[src/rtl/trig_ctrl_pkg.sv]
// trig_ctrl_pkg: shared state encodings, trigger mode/source codes and width defaults
package trig_ctrl_pkg;
  localparam int ADDR_W_DEF = 12;
  localparam int CNT_W_DEF = 16;
  typedef enum logic [2:0] {
    IDLE  = 3'd0,
    PRE   = 3'd1,
    ARMED = 3'd2,
    POST  = 3'd3,
    DONE  = 3'd4
  } state_t;
  localparam logic [2:0] M_RISE  = 3'd0;
  localparam logic [2:0] M_FALL  = 3'd1;
  localparam logic [2:0] M_HI_GT = 3'd2;
  localparam logic [2:0] M_HI_LT = 3'd3;
  localparam logic [2:0] M_LO_GT = 3'd4;
  localparam logic [2:0] M_LO_LT = 3'd5;
  localparam logic [2:0] M_AUTO  = 3'd6;
  localparam logic [2:0] M_FORCE = 3'd7;
  localparam logic [1:0] S_A = 2'd0;
  localparam logic [1:0] S_B = 2'd1;
  localparam logic [1:0] S_C = 2'd2;
  localparam logic [1:0] S_D = 2'd3;
endpackage

[src/rtl/trig_cmp.sv]
// trig_cmp: source mux, saturating hysteresis comparator, level register and pulse-width counter
//   in : Wclk, Reset, Sample_En, A/B/CD samples, Trig_Src, Trig_Mode, Vt, Sens, Width
//   out: rise/fall (level edges on this sample), pulse_q (pulse-width mode qualified on this sample)
module trig_cmp import trig_ctrl_pkg::*; #(
  parameter int CNT_W = CNT_W_DEF
) (
  input  logic             Wclk,
  input  logic             Reset,
  input  logic             Sample_En,
  input  logic [7:0]       A,
  input  logic [7:0]       B,
  input  logic [1:0]       CD,
  input  logic [1:0]       Trig_Src,
  input  logic [2:0]       Trig_Mode,
  input  logic [7:0]       Vt,
  input  logic [7:0]       Sens,
  input  logic [CNT_W-1:0] Width,
  output logic             rise,
  output logic             fall,
  output logic             pulse_q
);
  logic [1:0] src_q;
  logic [CNT_W-1:0] cnt;
  logic [8:0] sum, dif;
  logic [7:0] smp, hi, lo;
  logic lvl, lvl_n, reload, chg;
  // Flags are combinational on the sample cycle so the controller registers the trigger one clock later.
  always_comb begin
    smp = Trig_Src == S_B ? B : A;
    sum = {1'b0, Vt} + {1'b0, Sens};
    dif = {1'b0, Vt} - {1'b0, Sens};
    hi = sum[8] ? 8'hff : sum[7:0];
    lo = dif[8] ? 8'h00 : dif[7:0];
    lvl_n = Trig_Src == S_C ? CD[0] : Trig_Src == S_D ? CD[1] : smp >= hi ? 1'b1 : smp <= lo ? 1'b0 : lvl;
    reload = Trig_Src != src_q;
    chg = Sample_En && !reload && lvl_n != lvl;
    rise = chg && lvl_n;
    fall = chg && !lvl_n;
    pulse_q = Trig_Mode == M_HI_GT ? fall && cnt > Width :
              Trig_Mode == M_HI_LT ? fall && cnt < Width :
              Trig_Mode == M_LO_GT ? rise && cnt > Width :
              Trig_Mode == M_LO_LT ? rise && cnt < Width : 1'b0;
  end
  // A source switch reloads the level silently and restarts the run length.
  always_ff @(posedge Wclk) begin
    if (Reset) begin
      lvl <= 1'b0;
      cnt <= '0;
      src_q <= S_A;
    end else if (Sample_En) begin
      lvl <= lvl_n;
      src_q <= Trig_Src;
      cnt <= (reload || lvl_n != lvl) ? CNT_W'(1) : &cnt ? cnt : cnt + CNT_W'(1);
    end
  end
endmodule

[src/rtl/trig_ctrl.sv]
// trig_ctrl: trigger detector and capture sequencer filling the sample memory around a trigger
//   in : Wclk, Reset, Sample_En, A/B/CD samples, Arm/Force pulses, Trig_Src, Trig_Mode, Vt, Sens, Width, Pre_Depth
//   out: Waddr/Wr_En memory write port, Trig_Addr, Trigged, Full, State status
module trig_ctrl import trig_ctrl_pkg::*; #(
  parameter int ADDR_W = ADDR_W_DEF,
  parameter int CNT_W = CNT_W_DEF
) (
  input  logic              Wclk,
  input  logic              Reset,
  input  logic              Sample_En,
  input  logic [7:0]        A,
  input  logic [7:0]        B,
  input  logic [1:0]        CD,
  input  logic              Arm,
  input  logic              Force,
  input  logic [1:0]        Trig_Src,
  input  logic [2:0]        Trig_Mode,
  input  logic [7:0]        Vt,
  input  logic [7:0]        Sens,
  input  logic [CNT_W-1:0]  Width,
  input  logic [ADDR_W-1:0] Pre_Depth,
  output logic [ADDR_W-1:0] Waddr,
  output logic              Wr_En,
  output logic [ADDR_W-1:0] Trig_Addr,
  output logic              Trigged,
  output logic              Full,
  output logic [2:0]        State
);
  state_t st, st_n;
  logic [ADDR_W:0] cnt, cnt_inc, post_len;
  logic force_pend, frc, act, qual, hit, rise, fall, pulse_q;
  trig_cmp #(.CNT_W(CNT_W)) u_cmp (
    .Wclk(Wclk),
    .Reset(Reset),
    .Sample_En(Sample_En),
    .A(A),
    .B(B),
    .CD(CD),
    .Trig_Src(Trig_Src),
    .Trig_Mode(Trig_Mode),
    .Vt(Vt),
    .Sens(Sens),
    .Width(Width),
    .rise(rise),
    .fall(fall),
    .pulse_q(pulse_q)
  );
  // cnt counts pre-trigger samples in PRE and post-trigger samples (trigger included) in POST.
  always_comb begin
    act = st == PRE || st == ARMED;
    Wr_En = Sample_En && (act || st == POST);
    frc = Force || force_pend;
    cnt_inc = cnt + (ADDR_W+1)'(1);
    post_len = {1'b1, {ADDR_W{1'b0}}} - {1'b0, Pre_Depth};
    qual = Trig_Mode == M_RISE ? rise : Trig_Mode == M_FALL ? fall : Trig_Mode == M_AUTO ? 1'b1 : pulse_q;
    hit = Sample_En && ((frc && act) || (st == ARMED && qual));
    st_n = st;
    if (Arm) st_n = Pre_Depth == '0 ? ARMED : PRE;
    else if (hit) st_n = post_len == (ADDR_W+1)'(1) ? DONE : POST;
    else if (Sample_En && st == PRE && cnt_inc == {1'b0, Pre_Depth}) st_n = ARMED;
    else if (Sample_En && st == POST && cnt_inc == post_len) st_n = DONE;
  end
  assign State = st;
  always_ff @(posedge Wclk) begin
    if (Reset) begin
      st <= IDLE;
      Waddr <= '0;
      Trig_Addr <= '0;
      Trigged <= 1'b0;
      Full <= 1'b0;
      cnt <= '0;
      force_pend <= 1'b0;
    end else begin
      st <= st_n;
      // A Force seen between samples waits for the next sample of an active capture.
      force_pend <= !Arm && frc && !Sample_En && act;
      Full <= !Arm && (Full || st_n == DONE);
      if (Arm) Waddr <= '0;
      else if (Wr_En) Waddr <= Waddr + ADDR_W'(1);
      if (Arm) Trigged <= 1'b0;
      else if (hit) begin
        Trigged <= 1'b1;
        Trig_Addr <= Waddr;
      end
      if (Arm) cnt <= '0;
      else if (hit) cnt <= (ADDR_W+1)'(1);
      else if (Sample_En && st == PRE) cnt <= st_n == ARMED ? '0 : cnt_inc;
      else if (Sample_En && st == POST) cnt <= cnt_inc;
    end
  end
endmodule

[config.mk]
export PLATFORM = sky130hd
export DESIGN_NAME = trig_ctrl
export DESIGN_NICKNAME = d
export VERILOG_FILES = /design/src/rtl/trig_ctrl_pkg.sv /design/src/rtl/trig_cmp.sv /design/src/rtl/trig_ctrl.sv
export SDC_FILE = /design/constraint.sdc
export NUM_CORES = 1
export LEC_CHECK = 0
export CAP_MARGIN = 20
export CORE_UTILIZATION = 45
export CTS_CLUSTER_DIAMETER = 100
export DETAILED_ROUTE_END_ITERATION = 7
export HOLD_SLACK_MARGIN = 0.06
export PLACE_DENSITY_LB_ADDON = 0.3
export SYNTH_ARGS = -nofsm -noshare
export SYNTH_HDL_FRONTEND = slang
export SYNTH_SLANG_ARGS = --single-unit
[constraint.sdc]
create_clock -name Wclk -period 4.82 [get_ports Wclk]
set_input_delay 0.723 -clock Wclk [delete_from_list [all_inputs] [get_ports Wclk]]
set_output_delay 0.723 -clock Wclk [all_outputs]
set_load 0.005 [all_outputs]
==> metrics.cfg <==
[finish]
fin_area_um2=7430
final_cells=982
layout_commonest_cell=clkdlybuf4s50_1
drive_above_1_share=0.162
fin_nets=961
final_util=0.648
final_cell_mix=clkdlybuf4s50_1, nand2_1, dfxtp_1, nor2_1, xnor2_1
diodes=0
area.growth.synth_to_final_pct=39.4

[timing]
hold_violations=0
finalSetupViolCount=0
clock_skew_ns=0.00621
holdWs_ns=0.458
worstMarginPinSlew_ns=1.02
max_slew_margin=0.318
fmax_ghz=0.208
slew_violations=0
fin_setup_tns_ns=0
setup_ws_ns=0.00236
min_period_ns=4.82
rsz0062_at_grt=yes
final.period_utilization=1.00

[synth]
synth_edf_count=0
netlist_instances=694
ys_ff_latch=62
synth_top_family_by_area=simple AND/OR/NAND/NOR gates
ys.flop_type=dfxtp_1
synth_top_area_cell=dfxtp_1
synthAdderAreaFrac=0.132
synthArstFlopShare=0
syn_area_um2=5330
synth-simple-area-share=0.285
synthXorXnorAreaFrac=0.133
syn_nets=821
ys_seq_area_frac=0.233
ys_types=63
synth.avg_cell_area_um2=7.68
synth_top_area_frac=0.233
synth_compound_area_frac=0.143
yosys-mux-area-fraction=0.0190
yosysWarnings=0
yosys-top-cells-area=dfxtp_1, ha_1, xnor2_1

[worst_setup_path]
cp.required_ns=4.99
start_kind=input port
worstPathMaxFanout=5
crit_path_end_kind=flop
criticalPathCategory=input port to flop
cp_data_arrival_time_ns=4.99
r2r_cells=11

[floorplanning]
initial_core_util=0.465
fp.dieW_um=111
die_h_um=111
fp-row-count=39
core_area_um2=11500
die_area_um2=12300
pin_count=102

[cts]
cts-buffers-inserted=9
cts.clk_slew.worst_paths_ns=0.06
cts.htree.levels=3
worstSkewPairLatency_ns=0.34
cts_sinks=62
root_buffer=clkbuf_16
cts_max_path_buffers=2
cts_tree=done

[global_routing]
antenna_found_initial=0
grt_overflow_total=0
grt_pass1_vias=5529
grt_pass1_wl_um=25900
grt_max_degree=29
track_usage=0.254

[placement]
io_buffer_count=101
routabilityCongestion=0.889
dp_cells=956
placed_cell_area_um2=6770
dpl_worst_slack_ns=-0.805
dp_hpwl_um=11300

[pwr]
p_total_mw=1.63
ir_drop_mv=0.148
power_density_nw_per_um2=220
p_leak_nw=2.93

[min_path]
hp-class=flop to flop
hold_depth=2

[routing]
drt-initial-drc-count=272
wire_per_inst_um=15.8
drtAntennaViolNets=0
dr_total_vias=5551
viasPerCell=5.65
drc=0
dr.pass1.iters=5
drt_wl_total_um=15500

[job]
drv_cap=0

[outcome]
outcome=finished clean

## final timing paths
path / startpoint / endpoint / slack, ns
max: Sens[2] / cnt[11] / 0.002
min: Trig_Addr[0] / Trig_Addr[0] / 0.46
max reg2reg: u_cmp.cnt[15] / cnt[11] / 1.10
min reg2reg: Trig_Addr[0] / Trig_Addr[0] / 0.46
## logic make-up after synthesis
logic type	after synthesis
compound gates	119
buf+inv	72
xor+xnor	79
fa+ha+maj	55
flops	62
simple gates	297
mux	10
## critical path, stage by stage
cell and delay, ns:
clkdlybuf4s15_1 0.20, inv_2 0.05, ha_4 0.25, buf_4 0.15, o21ai_0 0.07, nand2b_1 0.09
a21o_1 0.20, a21oi_2 0.17, o21bai_1 0.08, a21oi_1 0.17, xnor2_1 0.13, nand2_1 0.08
ha_1 0.30, nand4_1 0.21, a211oi_4 0.34, o31ai_4 0.12, buf_6 0.14, buf_4 0.12
a311o_1 0.29, a2111o_1 0.43, a2111oi_4 0.39, buf_4 0.23, nor4_1 0.05
## registers in the layout, indices dropped and copies added, names as in the netlist, 2 cells and up
name	cells
Trig_Addr	12
State	3
u_cmp.cnt	16
u_cmp.src_q	2
cnt	13
Waddr	12
## synthesized netlist by cell type, drive strengths merged (2+ instances only)
| master | count |
|---|---|
| a21o | 4 |
| dfxtp | 62 |
| nor2 | 58 |
| o31ai | 2 |
| a41o | 2 |
| and2 | 5 |
| and4 | 3 |
| nor3b | 2 |
| nor4 | 18 |
| a211oi | 4 |
| and3 | 7 |
| a311o | 2 |
| nand2b | 12 |
| or4 | 5 |
| fa | 2 |
| o41ai | 3 |
| or2 | 4 |
| nand3 | 18 |
| xor2 | 26 |
| nand2 | 87 |
| ha | 53 |
| xnor2 | 53 |
| o21bai | 5 |
| mux2i | 9 |
| a2111oi | 2 |
| buf | 11 |
| a31oi | 4 |
| a21oi | 39 |
| clkbuf | 14 |
| o21ai | 36 |
| nor2b | 7 |
| o211ai | 2 |
| o22ai | 2 |
| or3 | 13 |
| and4b | 2 |
| inv | 46 |
| nand4 | 25 |
| o21a | 5 |
| nor3 | 27 |
## where the power goes
group	internal, mW	switching, mW
registers	0.518	0.00804
clock network	0.401	0.249
logic	0.229	0.226
## per-layer routing
| layer | GRT usage | part of all wire |
|---|---|---|
| met4 | 0.115 | 0.029 |
| met1 | 0.308 | 0.42 |
| met5 | 0 | 0 |
| met3 | 0.0465 | 0.060 |
| met2 | 0.435 | 0.49 |
## area by class of cell
| cell class | count | area (um2) |
|---|---|---|
| multi-input combinational | 560 | 4090 |
| fill | 961 | 4040 |
| inverter | 47 | 179 |
| clock buffer | 9 | 225 |
| clock inverter | 7 | 73.8 |
| tap | 143 | 179 |
| timing repair buffer | 154 | 1440 |
| sequential | 62 | 1240 |
## timing repair
item,4_1_cts,5_1_grt
gates cloned,1,0
buffers inserted,9,2
gates resized for setup,59,32
pin swaps,36,25
setup endpoints to repair,40,27
hold buffers,0,0
Power figures use the tool's default switching activity.
